File: src/rtl/vio_route_pkg.sv
// Shared types and defaults for the per-region route sequencer.
package vio_route_pkg;

    localparam int ROUTE_BITS = 14;

    localparam logic [ROUTE_BITS-1:0] IDLE_ROUTE = 14'h0000;

    typedef enum logic [1:0] {
        IDLE   = 2'd0,
        ARMED  = 2'd1,
        IN_PKT = 2'd2
    } route_seq_state_t;

endpackage

File: src/rtl/vio_route_table.sv
// Route chain storage: one synchronous write port, one combinational read
// port. A write to the address being read is forwarded in the same cycle.
module vio_route_table #(
    parameter int N_ENTRIES  = 8,
    parameter int ROUTE_BITS = 14
) (
    input  logic                         clk,
    input  logic                         we,
    input  logic [$clog2(N_ENTRIES)-1:0] waddr,
    input  logic [ROUTE_BITS-1:0]        wdata,
    input  logic [$clog2(N_ENTRIES)-1:0] raddr,
    output logic [ROUTE_BITS-1:0]        rdata
);

    logic [ROUTE_BITS-1:0] mem [N_ENTRIES];

    // Entry storage, deliberately not reset.
    always_ff @(posedge clk) begin
        if (we) begin
            mem[waddr] <= wdata;
        end
    end

    // Write-first read so a start in the same cycle as a write sees new data.
    always_comb begin
        rdata = (we && (waddr == raddr)) ? wdata : mem[raddr];
    end

endmodule

File: src/rtl/vio_route_sequencer.sv
// Per-region route sequencer: steps through a programmed chain of route
// words on tx packet boundaries and records the route of received packets.
module vio_route_sequencer #(
    parameter int                     N_ENTRIES  = 8,
    parameter int                     ROUTE_BITS = vio_route_pkg::ROUTE_BITS,
    parameter logic [ROUTE_BITS-1:0]  IDLE_ROUTE = vio_route_pkg::IDLE_ROUTE
) (
    input  logic                         aclk,
    input  logic                         areset,
    input  logic                         cfg_we,
    input  logic [$clog2(N_ENTRIES)-1:0] cfg_addr,
    input  logic [ROUTE_BITS-1:0]        cfg_data,
    input  logic                         cfg_len_we,
    input  logic [$clog2(N_ENTRIES):0]   cfg_len,
    input  logic                         cfg_loop,
    input  logic                         cfg_start,
    input  logic                         cfg_stop,
    input  logic                         tx_tvalid,
    input  logic                         tx_tready,
    input  logic                         tx_tlast,
    output logic [ROUTE_BITS-1:0]        route_in,
    input  logic                         rx_tvalid,
    input  logic                         rx_tready,
    input  logic                         rx_tlast,
    input  logic [ROUTE_BITS-1:0]        route_out,
    output logic [ROUTE_BITS-1:0]        rx_route,
    output logic                         busy,
    output logic [$clog2(N_ENTRIES)-1:0] cur_idx,
    output logic [31:0]                  tx_pkt_cnt,
    output logic [31:0]                  rx_pkt_cnt,
    output logic                         cfg_err
);

    import vio_route_pkg::*;

    localparam int            AW      = $clog2(N_ENTRIES);
    localparam logic [AW:0]   LEN_MAX = (AW+1)'(N_ENTRIES);

    route_seq_state_t      state, state_nxt;
    logic [AW:0]           len_q;
    logic                  loop_q;
    logic                  stop_pend, stop_pend_nxt;
    logic [AW-1:0]         idx_nxt;
    logic [ROUTE_BITS-1:0] route_nxt;
    logic [ROUTE_BITS-1:0] tbl_rdata;
    logic                  tx_beat, tx_end, rx_beat;
    logic                  at_last, cfg_open, tbl_we, len_bad, adv;
    logic                  rx_first;

    assign tx_beat  = tx_tvalid & tx_tready;
    assign tx_end   = tx_beat & tx_tlast;
    assign rx_beat  = rx_tvalid & rx_tready;
    assign at_last  = ({1'b0, cur_idx} == (len_q - (AW+1)'(1)));
    assign cfg_open = (state == IDLE);
    assign tbl_we   = cfg_we & cfg_open;
    assign len_bad  = (cfg_len == '0) || (cfg_len > LEN_MAX);

    // The table is read at the index that will be current after this edge,
    // so route_in is already updated for a back-to-back next packet.
    vio_route_table #(
        .N_ENTRIES  (N_ENTRIES),
        .ROUTE_BITS (ROUTE_BITS)
    ) u_table (
        .clk   (aclk),
        .we    (tbl_we),
        .waddr (cfg_addr),
        .wdata (cfg_data),
        .raddr (idx_nxt),
        .rdata (tbl_rdata)
    );

    // State register plus the registered datapath and configuration.
    always_ff @(posedge aclk or posedge areset) begin
        if (areset) begin
            state      <= IDLE;
            route_in   <= IDLE_ROUTE;
            cur_idx    <= '0;
            stop_pend  <= 1'b0;
            len_q      <= '0;
            loop_q     <= 1'b0;
            tx_pkt_cnt <= '0;
            cfg_err    <= 1'b0;
        end else begin
            state     <= state_nxt;
            route_in  <= route_nxt;
            cur_idx   <= idx_nxt;
            stop_pend <= stop_pend_nxt;
            if (adv) begin
                tx_pkt_cnt <= tx_pkt_cnt + 32'd1;
            end
            if (cfg_open && cfg_len_we && !len_bad) begin
                len_q  <= cfg_len;
                loop_q <= cfg_loop;
            end
            if ((!cfg_open && (cfg_we || cfg_len_we || cfg_start)) ||
                (cfg_open && cfg_len_we && len_bad) ||
                (cfg_open && cfg_start && (len_q == '0))) begin
                cfg_err <= 1'b1;
            end
        end
    end

    // Next-state: arming, packet tracking, stop handling and chain advance.
    always_comb begin
        state_nxt     = state;
        idx_nxt       = cur_idx;
        stop_pend_nxt = stop_pend;
        adv           = 1'b0;
        case (state)
            IDLE: begin
                if (cfg_start && (len_q != '0)) begin
                    state_nxt = ARMED;
                    idx_nxt   = '0;
                end
            end
            ARMED: begin
                if (cfg_stop && !tx_end) begin
                    state_nxt = IDLE;
                end else if (tx_end) begin
                    adv = 1'b1;
                end else if (tx_beat) begin
                    state_nxt = IN_PKT;
                end
            end
            IN_PKT: begin
                if (tx_end) begin
                    adv = 1'b1;
                end else if (cfg_stop) begin
                    stop_pend_nxt = 1'b1;
                end
            end
            default: state_nxt = IDLE;
        endcase
        if (adv) begin
            if (stop_pend || cfg_stop || (at_last && !loop_q)) begin
                state_nxt     = IDLE;
                stop_pend_nxt = 1'b0;
            end else begin
                state_nxt = ARMED;
                idx_nxt   = at_last ? '0 : cur_idx + 1'b1;
            end
        end
    end

    // Outputs: next route word and busy flag derived from the state register.
    always_comb begin
        route_nxt = (state_nxt == IDLE) ? IDLE_ROUTE : tbl_rdata;
        busy      = (state != IDLE);
    end

    // Receive tap: capture the route of each packet's first beat and count packets.
    always_ff @(posedge aclk or posedge areset) begin
        if (areset) begin
            rx_first   <= 1'b1;
            rx_route   <= '0;
            rx_pkt_cnt <= '0;
        end else if (rx_beat) begin
            if (rx_first) begin
                rx_route <= route_out;
            end
            if (rx_tlast) begin
                rx_first   <= 1'b1;
                rx_pkt_cnt <= rx_pkt_cnt + 32'd1;
            end else begin
                rx_first <= 1'b0;
            end
        end
    end

endmodule

File: config.mk
export PLATFORM = sky130hd
export DESIGN_NAME = vio_route_sequencer
export DESIGN_NICKNAME = d
export VERILOG_FILES = /design/src/rtl/vio_route_pkg.sv /design/src/rtl/vio_route_table.sv /design/src/rtl/vio_route_sequencer.sv
export SDC_FILE = /design/constraint.sdc
export NUM_CORES = 1
export LEC_CHECK = 0
export ABC_CLOCK_PERIOD_IN_PS = 4070
export CORE_MARGIN = 2
export CORE_UTILIZATION = 54
export DETAILED_ROUTE_END_ITERATION = 8
export GPL_TIMING_DRIVEN = 1
export PLACE_DENSITY = 0.8
export SYNTH_ARGS = -nofsm -noshare
export SYNTH_HDL_FRONTEND = slang
export SYNTH_SLANG_ARGS = --single-unit
File: constraint.sdc
create_clock -name aclk -period 4.07 [get_ports aclk]
set_input_delay 0.814 -clock aclk [delete_from_list [all_inputs] [get_ports aclk]]
set_output_delay 0.814 -clock aclk [all_outputs]
set_load 0.005 [all_outputs]
After elaboration in Yosys (flattened, before gate mapping) --
Memories as Yosys holds them, arrays and structs flattened. Cells that the tools add are included.
Word-level totals: RAM bits 112, memories 1, output and inout bits 97, word-level logic and storage cells 79, flip-flop bits (word level) 105, input port bits 48
Operators by class: equality and inequality tests 4, add/subtract/negate cells 4, reductions and logical operators 29, $lt $le $gt $ge 1, muxes and demuxes 25, bitwise gates (word level) 4
Memories:
- u_table.mem | depth 8, width 14, rd ports 1, clocked after memory_dff 0, write ports 1, line vio_route_table.sv:15 | logic [ROUTE_BITS-1:0] mem [N_ENTRIES];
Operators with widths (count):
- 32-bit by 1-bit adder with 32-bit output, second input constant | 2
- 14-bit 2-to-1 mux | 2
- 3-bit 2-to-1 mux | 5
- 1-bit 2-to-1 mux | 11
- 1-bit logical AND | 10
- 2-bit 2-to-1 mux | 5
- 4-bit zero test | 2
- 1-bit logical OR | 7
- 2-bit one-hot mux with 3 select lines | 1
- 1-bit AND | 4
- 3-bit by 4-bit equality test with 1-bit output | 1
- 4-bit > comparator, second input constant | 1
- 1-bit zero test | 4
- 2-bit zero test | 2
- 2-bit AND reduction | 2
- 4-bit nonzero test | 1
- 4-bit by 1-bit subtractor with 4-bit output, second input constant | 1
- 3-bit by 1-bit adder with 3-bit output, second input constant | 1
- 3-bit equality test | 1
- 2-bit by 1-bit equality test with 1-bit output, second input constant | 1
- 2-bit equality test, second input constant | 1
- 1-bit one-hot mux with 2 select lines | 1
- 2-bit nonzero test | 1

Longest topological paths before layout --
Gate-level depths: netlist of run 1.
depth in word-level cells 11, depth in mapped cells 11, mapped depth without buffers 9

Hierarchy --
Synthesis of run 1 repeated with hierarchy kept, for this count alone.
Second synthesis, totals: cells, all modules 587, area total of the unflattened synthesis 9132.5 µm²
By module, submodules not included:
- vio_route_sequencer | sequential area each 2628.8 µm², cells each 393, times used 1, area an instance 4664.5 µm²
- vio_route_table | sequential area each 3363.2 µm², cells each 194, times used 1, area an instance 4468.0 µm²

Worst setup path after synthesis of run 1 --
OpenSTA, ideal clock, no wires.
path type in2reg, start input port cfg_stop, end register route_in[10], arrival 2.905 ns, stages 8, path slack 1.014 ns, library setup time 0.151 ns, buffers on the path 1, path through or2_1 -> or3_1 -> and3_1 -> a221o_1 -> or3_4 -> buf_2 -> a2111oi_1 -> a311oi_2
On the way: longest elaborated chain between the ends 8
RTL lines:
- start: declaration | line vio_route_sequencer.sv:17 | input logic cfg_stop,
- branches (longest 7 deep; another with memory 8 x 14 bit)
- 14-bit 2-to-1 mux (*) | line vio_route_sequencer.sv:147 | route_nxt = (state_nxt == IDLE) ? IDLE_ROUTE : tbl_rdata;
- net route_nxt[10] | line vio_route_sequencer.sv:44 | logic [ROUTE_BITS-1:0] route_nxt;
- end signal: assignment | line vio_route_sequencer.sv:85 | route_in <= route_nxt;
- end: declaration | line vio_route_sequencer.sv:21 | output logic [ROUTE_BITS-1:0] route_in,
Mark *: on every way through the listed nets, which the timed path passes. A chain may end at the register's enable or synchronous reset.

Worst setup path in the final report of run 1 --
start input port tx_tvalid, end register route_in[7]
On the way: longest elaborated chain between the ends 11
RTL lines:
- start: declaration | line vio_route_sequencer.sv:18 | input logic tx_tvalid,
- 1-bit AND (*) | line vio_route_sequencer.sv:50 | assign tx_beat = tx_tvalid & tx_tready;
- branches (longest 9 deep; another with memory 8 x 14 bit)
- 14-bit 2-to-1 mux (*) | line vio_route_sequencer.sv:147
- net route_nxt[7] | line vio_route_sequencer.sv:44
Marked as above.

==> results of run 1 <==
[state kept, by name, indices dropped and copies added (netlist names)]
signal / cells
u_table.mem: 112
rx_pkt_cnt: 32
tx_pkt_cnt: 32
route_in: 14
rx_route: 14
len_q: 4
cur_idx: 3
state: 2
cfg_err: 1
loop_q: 1
rx_first: 1
stop_pend: 1
[power by group]
group | switching, mW | internal [mW] | total (mW)
Clock | 0.808 | 1.17 | 1.97
Sequential | 0.163 | 2.53 | 2.69
Combinational | 0.791 | 0.703 | 1.49
[through the flow]
stage	worst slack [ns]	utilization, %
floorplan	0.497	-
global placement	0.298	65.8
detailed placement	0.173	65.8
CTS	0.696	69.8
global route	0.478	69.8
finish	0.628	69.8
[metal layers]
layer,global-route usage (%),share of wire [%],vias up
met1,32.1,40,3389
met2,41.8,48,334
met4,8.11,3.0,0
met3,5.22,9.2,54
li1,-,-,3099
met5,0,0,-
[synth_stat cells (all sizes together), types with 2 or more instances]
cell type / count / area share, %
or3: 4 / 0.31
o211ai: 29 / 2.3
ha: 9 / 1.2
and4: 3 / 0.27
nand2: 44 / 1.7
a21oi: 3 / 0.16
buf: 14 / 0.79
nand3: 26 / 1.4
o2111ai: 30 / 2.7
and2: 5 / 0.32
a31oi: 2 / 0.13
nor2: 29 / 1.1
o21ai: 13 / 0.67
or2: 2 / 0.13
nor3b: 2 / 0.16
clkbuf: 25 / 0.97
nand2b: 3 / 0.19
a2111oi: 16 / 1.8
a311oi: 14 / 1.9
nor3: 11 / 0.62
edfxtp: 112 / 35
a211oi: 2 / 0.16
inv: 43 / 1.7
xnor2: 52 / 4.8
nand4: 15 / 0.97
mux2: 45 / 5.2
nor4: 2 / 0.13
dfrtp: 104 / 27
xor2: 15 / 1.4
o41ai: 2 / 0.18
and3: 13 / 0.89
o221ai: 29 / 2.6
[final cells by class]
cell class              instances  area (µm²)  share of cell area, %
inverters                      43         164                   1.35
flip-flops and latches        217        5990                   49.3
well taps                     225         282                   2.31
clock inverters                10         103                  0.843
clock buffers                  30         602                   4.95
diodes                          1        2.50                 0.0206
repair buffers                170        1650                   13.6
multi-input cells             430        3370                   27.7
[placed cells by master (no fill, tap or decap), drive strengths merged, types with 3 or more instances in the layout]
| cell type | count |
|---|---|
| clkdlybuf4s50 | 144 |
| edfxtp | 112 |
| dfrtp | 104 |
| xnor2 | 52 |
| mux2 | 45 |
| nand2 | 44 |
| inv | 44 |
| o2111ai | 30 |
| clkbuf | 30 |
| o221ai | 29 |
| o211ai | 29 |
| nor2 | 29 |
| nand3 | 26 |
| buf | 26 |
| a2111oi | 16 |
| nand4 | 15 |
| xor2 | 15 |
| a311oi | 14 |
| and3 | 13 |
| o21ai | 13 |
| nor3 | 11 |
| ha | 9 |
| clkinv | 6 |
| and2 | 5 |
| or3 | 4 |
| and4 | 3 |
| nand2b | 3 |
| a21oi | 3 |
[worst max-delay path by stage]
| stage | start | endpoint | depth (start not counted) |
|---|---|---|---|
| final | tx_tvalid | route_in[7]$_DFF_PP0_ | 9 |
| after global routing | cfg_stop | route_in[1]$_DFF_PP0_ | 10 |
| after CTS | cfg_stop | route_in[7]$_DFF_PP0_ | 10 |
| after detailed placement | cfg_stop | route_in[4]$_DFF_PP0_ | 10 |
| after global placement | cfg_stop | route_in[10]$_DFF_PP0_ | 9 |
| after floorplan | areset | cfg_err$_DFFE_PP0P_ | 1 |
[kinds of logic after synthesis]
kind of cell / share of synthesized area (%)
compound gates: 13.4
xor+xnor: 6.23
fa+ha+maj: 1.17
buf+inv: 3.43
flops: 62.0
mux: 5.25
simple gates: 8.47
==> impl_metrics.toml, run 1 <==
[routing]
drt_wl_total_mm = 23.3
avgRoutedWirePerCell_um = 20.7
vias = 6876
avgViaCountPerCell = 6.11
ant_nets = 0
remaining_drc_errors = 0
drtPass1Iterations = 5
drtIter0Drc = 569

[setup_path]
cp_num_buf_inv = 2
critPathMaxStageDelay_ns = 0.63
r2r-end = "route_in[7]$_DFF_PP0_"
start_kind = "primary input"
rrSetupSlack_ns = 0.68
reg2reg_depth = 11
reg2reg_from = "len_q[0]$_DFFE_PP0P_"
cp_slowest_cell = "a2111oi_1"
cp.required_ns = 4.42
cp_top_family = "simple AND/OR/NAND/NOR gates"
crit_path_cell_trace = "clkdlybuf4s50_1 > nand3_2 > or3_1 > and3_1 > a221o_1 > or3_4 > buf_4 > a2111oi_1 > a311oi_2"
path_class = "in2reg"
arrival_ns = 3.80
path_max_fanout = 14
end_kind = "flip-flop"

[clock_tree]
htreeDepth = 1
cts_sinks = 217
clk_pin_slew_ns = 0.06
cts_tree = "done"
worst_skew_pair.late_latency_ns = 0.50
numCtsBuffers = 23
cts-hold-fix-buffers = 0
clk_path_buf_depth = 3
root_buffer = "clkbuf_16"
post_cts_buffers = 0
cts_resized = 0

[logic_synthesis]
ys_seq_area_share_pct = 62.0
avgSynthCellArea_um2 = 13.2
ys_async_sr_fraction_pct = 48.4
synth_ff_type = "edfxtp_1"
synth_warnings = 0
synth-seq-cells = 217
synth_nets = 786
syn_area_um2 = 9660
synthCells = 729
synth.distinct_cells = 54
synth_edf_count = 112

[global_route]
track_usage_pct = 24.8
overflow = 0
grt_max_degree = 77
grt_pass1_wl_mm = 36.5
antenna_found_initial = 1
first_global_vias = 6897

[timing]
worst_slew_pin_slew_ns = 0.966
fmax_ghz = 0.291
maxSlewViolCount = 0
rsz0062_at_grt = "no"
maxSlewHeadroom_pct = 35.5
finalCritPeriodShare_pct = 84.6
fin_setup_tns_ns = 0
setup_violations = 0
hold_viol = 0
fin_hold_ws_ns = 0.466
period_needed_ns = 3.44
skew_ns = 0.00935

[floorplanning]
num_rows = 48
die_h_um = 138
initial_core_util_pct = 55.5
die_area_um2 = 19000
die-width_um = 138
core-area_um2 = 17400
ios = 145

[placement]
dp_hpwl_mm = 15.6
placed_area_um2 = 11500
gp_congestion = 0.890
placed_cells = 1085
port_buffers = 144

[power_and_ir_drop]
p_leak_nw = 4.55
finalPower_mw = 6.16
power.density_nw_per_um2 = 506
max-vdd-ir-drop_mv = 0.443

[worst_hold_path]
holdCritPathClass = "reg2reg"
holdPathEnd = "rx_pkt_cnt[31]$_DFFE_PP0P_"
hp-start = "rx_pkt_cnt[31]$_DFFE_PP0P_"
min_path_cells = 1

[finish]
stdcell_count = 1126
final_area_um2 = 12200
areaGrowthSynthToFinish_pct = 26.0
drive_gt1_share_pct = 14.1
layout.nets = 942
fillers = 1178

[flow_run]
max_cap_violations = 0

[run_status]
status = "finished, final reports clean"
(Power assumes the default switching activity.)
==> inputs of run 2 (changes only) <==
--- a/config.mk
+++ b/config.mk
@@ -5,7 +5,7 @@
 export SDC_FILE = /design/constraint.sdc
 export NUM_CORES = 1
 export LEC_CHECK = 0
-export ABC_CLOCK_PERIOD_IN_PS = 4070
+export ABC_CLOCK_PERIOD_IN_PS = 3300
 export CORE_MARGIN = 2
 export CORE_UTILIZATION = 54
 export DETAILED_ROUTE_END_ITERATION = 8
==> constraint.sdc (replaced) <==
create_clock -name aclk -period 3.3 [get_ports aclk]
set_input_delay 0.66 -clock aclk [delete_from_list [all_inputs] [get_ports aclk]]
set_output_delay 0.66 -clock aclk [all_outputs]
set_load 0.005 [all_outputs]
==> run 2 against run 1 <==
Clock skew fell by 0.0031 ns. Count of clock-buffer cells in the layout rose by 1. Global-route usage rose by 1.0 points. Utilization rose by 2.3 points. Combinational power rose by 31%.
==> impl_metrics.toml, run 2 (synthesized netlist as in run 1, its figures left out) <==
[placement]
placed_cells = 1118
port_buffers = 144
gp_congestion = 0.923
dp_hpwl_mm = 16.3

[finish]
largest_register_ffs = 112
areaGrowthSynthToFinish_pct = 30.1
regArea_um2 = 5990
reg_top3 = "u_table.mem (112), rx_pkt_cnt (32), tx_pkt_cnt (32)"
stdcell_count = 1158
final_common_cell = "clkdlybuf4s50_1"
regMostFlops = "u_table.mem"
diodes = 0
multiInputGateArea_um2 = 3380
drive_gt1_share_pct = 17.9
layout.nets = 974
mostFrequentLayoutCells = "144 x clkdlybuf4s50_1, 112 x edfxtp_1, 104 x dfrtp_1, 53 x buf_4, 51 x xnor2_1"
fillers = 1123

[routing]
vias = 7038
drtPass1Iterations = 8
drt_wl_total_mm = 24.3
avgRoutedWirePerCell_um = 20.9
drtIter0Drc = 487
remaining_drc_errors = 0
ant_nets = 0
avgViaCountPerCell = 6.08

[setup_path]
start_kind = "flip-flop"
cp.required_ns = 3.70
end_kind = "flip-flop"
path_max_fanout = 7
path_class = "reg2reg"
arrival_ns = 3.57

[run_status]
status = "finished, final reports clean"

[global_route]
overflow = 0
track_usage_pct = 25.8
grt_max_degree = 58
grt_pass1_wl_mm = 37.9
antenna_found_initial = 0
first_global_vias = 6980

[floorplanning]
die_area_um2 = 19000
initial_core_util_pct = 55.5
core-area_um2 = 17400
die-width_um = 138
die_h_um = 138
num_rows = 48
ios = 145

[timing]
rsz0062_at_grt = "no"
hold_viol = 0
setup_violations = 0
fmax_ghz = 0.316
maxSlewViolCount = 0
finalCritPeriodShare_pct = 95.9
maxSlewHeadroom_pct = 56.4
worst_slew_pin_slew_ns = 0.652
skew_ns = 0.00622
period_needed_ns = 3.17

[clock_tree]
post_cts_buffers = 0
clk_pin_slew_ns = 0.06
numCtsBuffers = 22
clk_path_buf_depth = 3
worst_skew_pair.late_latency_ns = 0.51
root_buffer = "clkbuf_16"
cts_sinks = 217
cts_tree = "done"
htreeDepth = 1

[power_and_ir_drop]
power.density_nw_per_um2 = 630
finalPower_mw = 7.92
max-vdd-ir-drop_mv = 0.508
p_leak_nw = 4.78

[flow_run]
max_cap_violations = 0

[worst_hold_path]
holdCritPathClass = "reg2reg"
[run 2: metrics by stage]
step	hold WS, ns	cell area [µm²]	TNS (ns)	setup WS (ns)	utilization (%)
2_1_floorplan	0.439	9660	0	0.398	-
3_3_place_gp	0.450	11800	-2.11	-0.172	67.6
3_5_place_dp	0.455	11800	-3.32	-0.302	67.6
4_1_cts	0.469	12500	0	0.148	72.1
5_1_grt	0.484	12600	0	0.00442	72.1
6_report	0.466	12600	0	0.135	72.1
[run 2: final timing paths]
kind                                           start                         end  slack (ns)  cells after the start
worst max register to register  len_q[0]$_DFFE_PP0P_      route_in[10]$_DFF_PP0_        0.13                     11
worst min-delay path            rx_first$_DFFE_PP1P_        rx_first$_DFFE_PP1P_        0.47                      2
max in group asynchronous                     areset        rx_first$_DFFE_PP1P_        1.96                      3
worst min register to register  rx_first$_DFFE_PP1P_        rx_first$_DFFE_PP1P_        0.47                      2
min in group asynchronous                     areset  rx_pkt_cnt[19]$_DFFE_PP0P_        0.56                      2
worst max-delay path            len_q[0]$_DFFE_PP0P_      route_in[10]$_DFF_PP0_        0.13                     11
[run 2: per-layer routing]
| metal | GRT usage, % | vias up | wire [µm] | share of wire [%] |
|---|---|---|---|---|
| met3 | 5.15 | 63 | 1860 | 7.7 |
| met4 | 8.67 | 0 | 753 | 3.1 |
| met2 | 43.4 | 324 | 11900 | 49 |
| met5 | 0 | - | 0 | 0 |
| li1 | - | 3165 | - | - |
| met1 | 33.7 | 3486 | 9710 | 40 |
[run 2: cell type report]
cell class              instances  area share (%)
well taps                     225            2.24
multi-input cells             430            26.9
flip-flops and latches        217            47.7
inverters                      43            1.31
repair buffers                203            15.6
clock buffers                  31            5.23
clock inverters                 9           0.996
[run 2: what timing repair did]
action | in CTS | in global routing
hold buffers | 0 | 0
resized for setup | 0 | 3
endpoints found under the setup margin | 0 | 10
[run 2: worst max-delay path, stage by stage (launching register included)]
cell	delay [ns]
dfrtp_1	0.42
inv_1	0.11
ha_1	0.14
or3b_1	0.41
and3_4	0.24
a2111oi_4	0.37
a221o_1	0.27
buf_4	0.15
o21ai_1	0.13
a211o_1	0.36
buf_4	0.20
a311oi_2	0.25
[run 2: power breakdown]
part	leakage (nW)	total (mW)	switching (mW)	internal [mW]
Combinational	2.02	1.95	1.01	0.942
Clock	0.379	2.65	1.02	1.62
Sequential	2.38	3.32	0.201	3.12
Total	4.78	7.92	2.23	5.68
==> inputs of run 3 (changes only) <==
--- a/config.mk
+++ b/config.mk
@@ -5,12 +5,15 @@
 export SDC_FILE = /design/constraint.sdc
 export NUM_CORES = 1
 export LEC_CHECK = 0
+export ABC_AREA = 1
 export ABC_CLOCK_PERIOD_IN_PS = 3300
+export CELL_PAD_IN_SITES_DETAIL_PLACEMENT = 0
+export CELL_PAD_IN_SITES_GLOBAL_PLACEMENT = 1
 export CORE_MARGIN = 2
-export CORE_UTILIZATION = 54
+export CORE_UTILIZATION = 43
 export DETAILED_ROUTE_END_ITERATION = 8
 export GPL_TIMING_DRIVEN = 1
-export PLACE_DENSITY = 0.8
+export PLACE_DENSITY_LB_ADDON = 0.1
 export SYNTH_ARGS = -nofsm -noshare
 export SYNTH_HDL_FRONTEND = slang
 export SYNTH_SLANG_ARGS = --single-unit
==> run 3 against run 2 <==
Worst hold slack improved by 0.0045 ns. Die area up 29%. Register-to-register slack improved by 0.30 ns. Clock skew grew 0.0085 ns. Clock power decreased by 2%. Critical path depth grew 6. Synthesized cell count up 35%. Sequential share of layout area shrank 0.16 points. Highest routed layer unchanged.
==> impl_metrics.toml, run 3 <==
[finish]
areaGrowthSynthToFinish_pct = 26.4
stdcell_count = 1444
largest_register_ffs = 112
regMostFlops = "u_table.mem"
diodes = 0
layout.nets = 1198
final_core_util_pct = 55.5
final_common_cell = "nand2_1"
mostFrequentLayoutCells = "204 x nand2_1, 190 x nand3_1, 144 x clkdlybuf4s50_1, 112 x edfxtp_1, 104 x dfrtp_1"
final_area_um2 = 12600
reg_top3 = "u_table.mem (112), rx_pkt_cnt (32), tx_pkt_cnt (32)"
drive_gt1_share_pct = 9.58

[logic_synthesis]
ys_top_cells_by_count = "204 x nand2_1, 190 x nand3_1, 112 x edfxtp_1, 104 x dfrtp_1, 75 x nor2_1"
yosysTopAreaCell = "edfxtp_1"
synth_edf_count = 112
synthCells = 983
synth_top_area_share_pct = 33.7
synthTopCellsByArea = "edfxtp_1 34%, dfrtp_1 26%, nand3_1 9.5%, nand2_1 7.7%, xor2_1 4.0%"
syn_area_um2 = 9980
avgSynthCellArea_um2 = 10.1
ys_seq_area_share_pct = 60.1
synth_warnings = 0
synth.distinct_cells = 41
synth_ff_type = "edfxtp_1"
synth-seq-cells = 217
synth.most_common_cell = "nand2_1"
synth_nets = 1040
ys_async_sr_fraction_pct = 48.4

[floorplanning]
ios = 145
die_h_um = 156
die-width_um = 156
initial_core_util_pct = 43.9
core-area_um2 = 22700
die_area_um2 = 24400
num_rows = 55

[timing]
maxSlewViolCount = 0
hold_viol = 0
setup_violations = 0
fin_hold_ws_ns = 0.470
skew_ns = 0.0147
rsz0062_at_grt = "no"
worst_slew_pin_slew_ns = 0.831
period_needed_ns = 2.87
fin_setup_tns_ns = 0
maxSlewHeadroom_pct = 44.5
fmax_ghz = 0.349
finalCritPeriodShare_pct = 86.9
setup_slack_ns = 0.432

[power_and_ir_drop]
p_int_mw = 5.33
p_sw_mw = 1.92
p_leak_nw = 5.44
switching_share_pct = 26.5
seqPwrFrac_pct = 45.1
finalPower_mw = 7.26
pwr-share-clk_pct = 35.8
power.density_nw_per_um2 = 576
pwr-share-comb_pct = 19.1
max-vdd-ir-drop_mv = 0.364

[setup_path]
arrival_ns = 3.27
path_class = "reg2reg"
path_max_fanout = 53
start_kind = "flip-flop"
reg2reg_depth = 17
end_kind = "flip-flop"
cp.required_ns = 3.70

[global_route]
grt_pass1_wl_mm = 39.8
overflow = 0
grt_max_degree = 54
antenna_found_initial = 0
first_global_vias = 7482
track_usage_pct = 20.7

[placement]
port_buffers = 144
placed_area_um2 = 11800
placed_cells = 1400
dp_hpwl_mm = 15.3
gp_congestion = 0.780
place_ws_ns = 0.0802

[routing]
drt_wl_total_mm = 24.5
ant_nets = 0
avgViaCountPerCell = 5.10
vias = 7367
avgRoutedWirePerCell_um = 17.0
remaining_drc_errors = 0
drtPass1Iterations = 5
drtIter0Drc = 518

[flow_run]
max_cap_violations = 0

[clock_tree]
cts-hold-fix-buffers = 0
root_buffer = "clkbuf_16"
numCtsBuffers = 24
post_cts_buffers = 0
clk_pin_slew_ns = 0.06
htreeDepth = 1
clk_path_buf_depth = 3
cts_tree = "done"
cts_sinks = 217
cts_resized = 0
worst_skew_pair.late_latency_ns = 0.52

[run_status]
status = "finished, final reports clean"

[worst_hold_path]
holdCritPathClass = "reg2reg"
min_path_cells = 2
## run 3: cell types whose count changed in the layout (fill, tap and decap cells not counted), sizes merged, moves of 29 or more
cell | before | now
nand2 | 44 | 208
nor2 | 29 | 83
xor2 | 15 | 46
buf | 59 | 22
o2111ai | 30 | 1
o221ai | 29 | 0
nand3 | 26 | 196
xnor2 | 52 | 15
mux2 | 45 | 14
o211ai | 29 | 0
inv | 43 | 83
## run 3: final cells by class
class,instances,area (µm²)
timing repair buffer,166,1670
inverter,85,323
sequential,217,5990
fill,2052,10100
tap,285,357
multi-input combinational,647,3480
clock buffer,37,709
clock inverter,7,70.1
## run 3: logic make-up (layout without fill, tap and decap cells)
kind of cell / after synthesis / after routing / synth area share [%]
xor+xnor: 61 / 61 / 5.36
fa+ha+maj: 9 / 9 / 1.13
compound gates: 20 / 20 / 1.18
flops: 217 / 217 / 60.1
simple gates: 543 / 543 / 25.7
buf+inv: 119 / 295 / 5.00
mux: 14 / 14 / 1.58
## run 3: final timing paths
kind / startpoint / slack, ns / end
max in group asynchronous: areset / 1.93 / rx_first$_DFFE_PP1P_
min in group asynchronous: areset / 0.65 / rx_route[10]$_DFFE_PP0P_
min reg2reg: rx_first$_DFFE_PP1P_ / 0.47 / rx_first$_DFFE_PP1P_
max reg2reg: len_q[0]$_DFFE_PP0P_ / 0.43 / route_in[12]$_DFF_PP0_
max: len_q[0]$_DFFE_PP0P_ / 0.43 / route_in[12]$_DFF_PP0_
min: rx_first$_DFFE_PP1P_ / 0.47 / rx_first$_DFFE_PP1P_
## run 3: worst max-delay path, stage by stage (launching register included)
cell and delay, ns:
dfrtp_1 0.39, inv_2 0.10, ha_1 0.25, nand2_1 0.07, inv_1 0.03, nor2_1 0.12, nand2_1 0.08, nor2_2 0.18
nand3_4 0.14, nand4_2 0.13, buf_4 0.51, nand2_1 0.26, nand2_1 0.11, nand3_1 0.07, nand3_1 0.10, nand2_1 0.06
nor2_1 0.10, nor2_1 0.05
## run 3: power groups by stage
stage / Sequential, mW / Clock (mW) / Combinational, mW
floorplan: 3.31 / 0 / 0.728
global placement: 3.33 / 0 / 1.39
detailed placement: 3.32 / 0 / 1.40
CTS: 3.28 / 2.66 / 1.41
global route: 3.30 / 2.78 / 1.55
finish: 3.27 / 2.60 / 1.38
## run 3: per-layer routing
layer,share of wire [%],vias to the layer above,global-route usage (%)
met3,7.6,26,4.54
met5,0,-,0
li1,-,3628,-
met4,1.3,0,4.54
met2,46,205,33.7
met1,45,3508,28.7
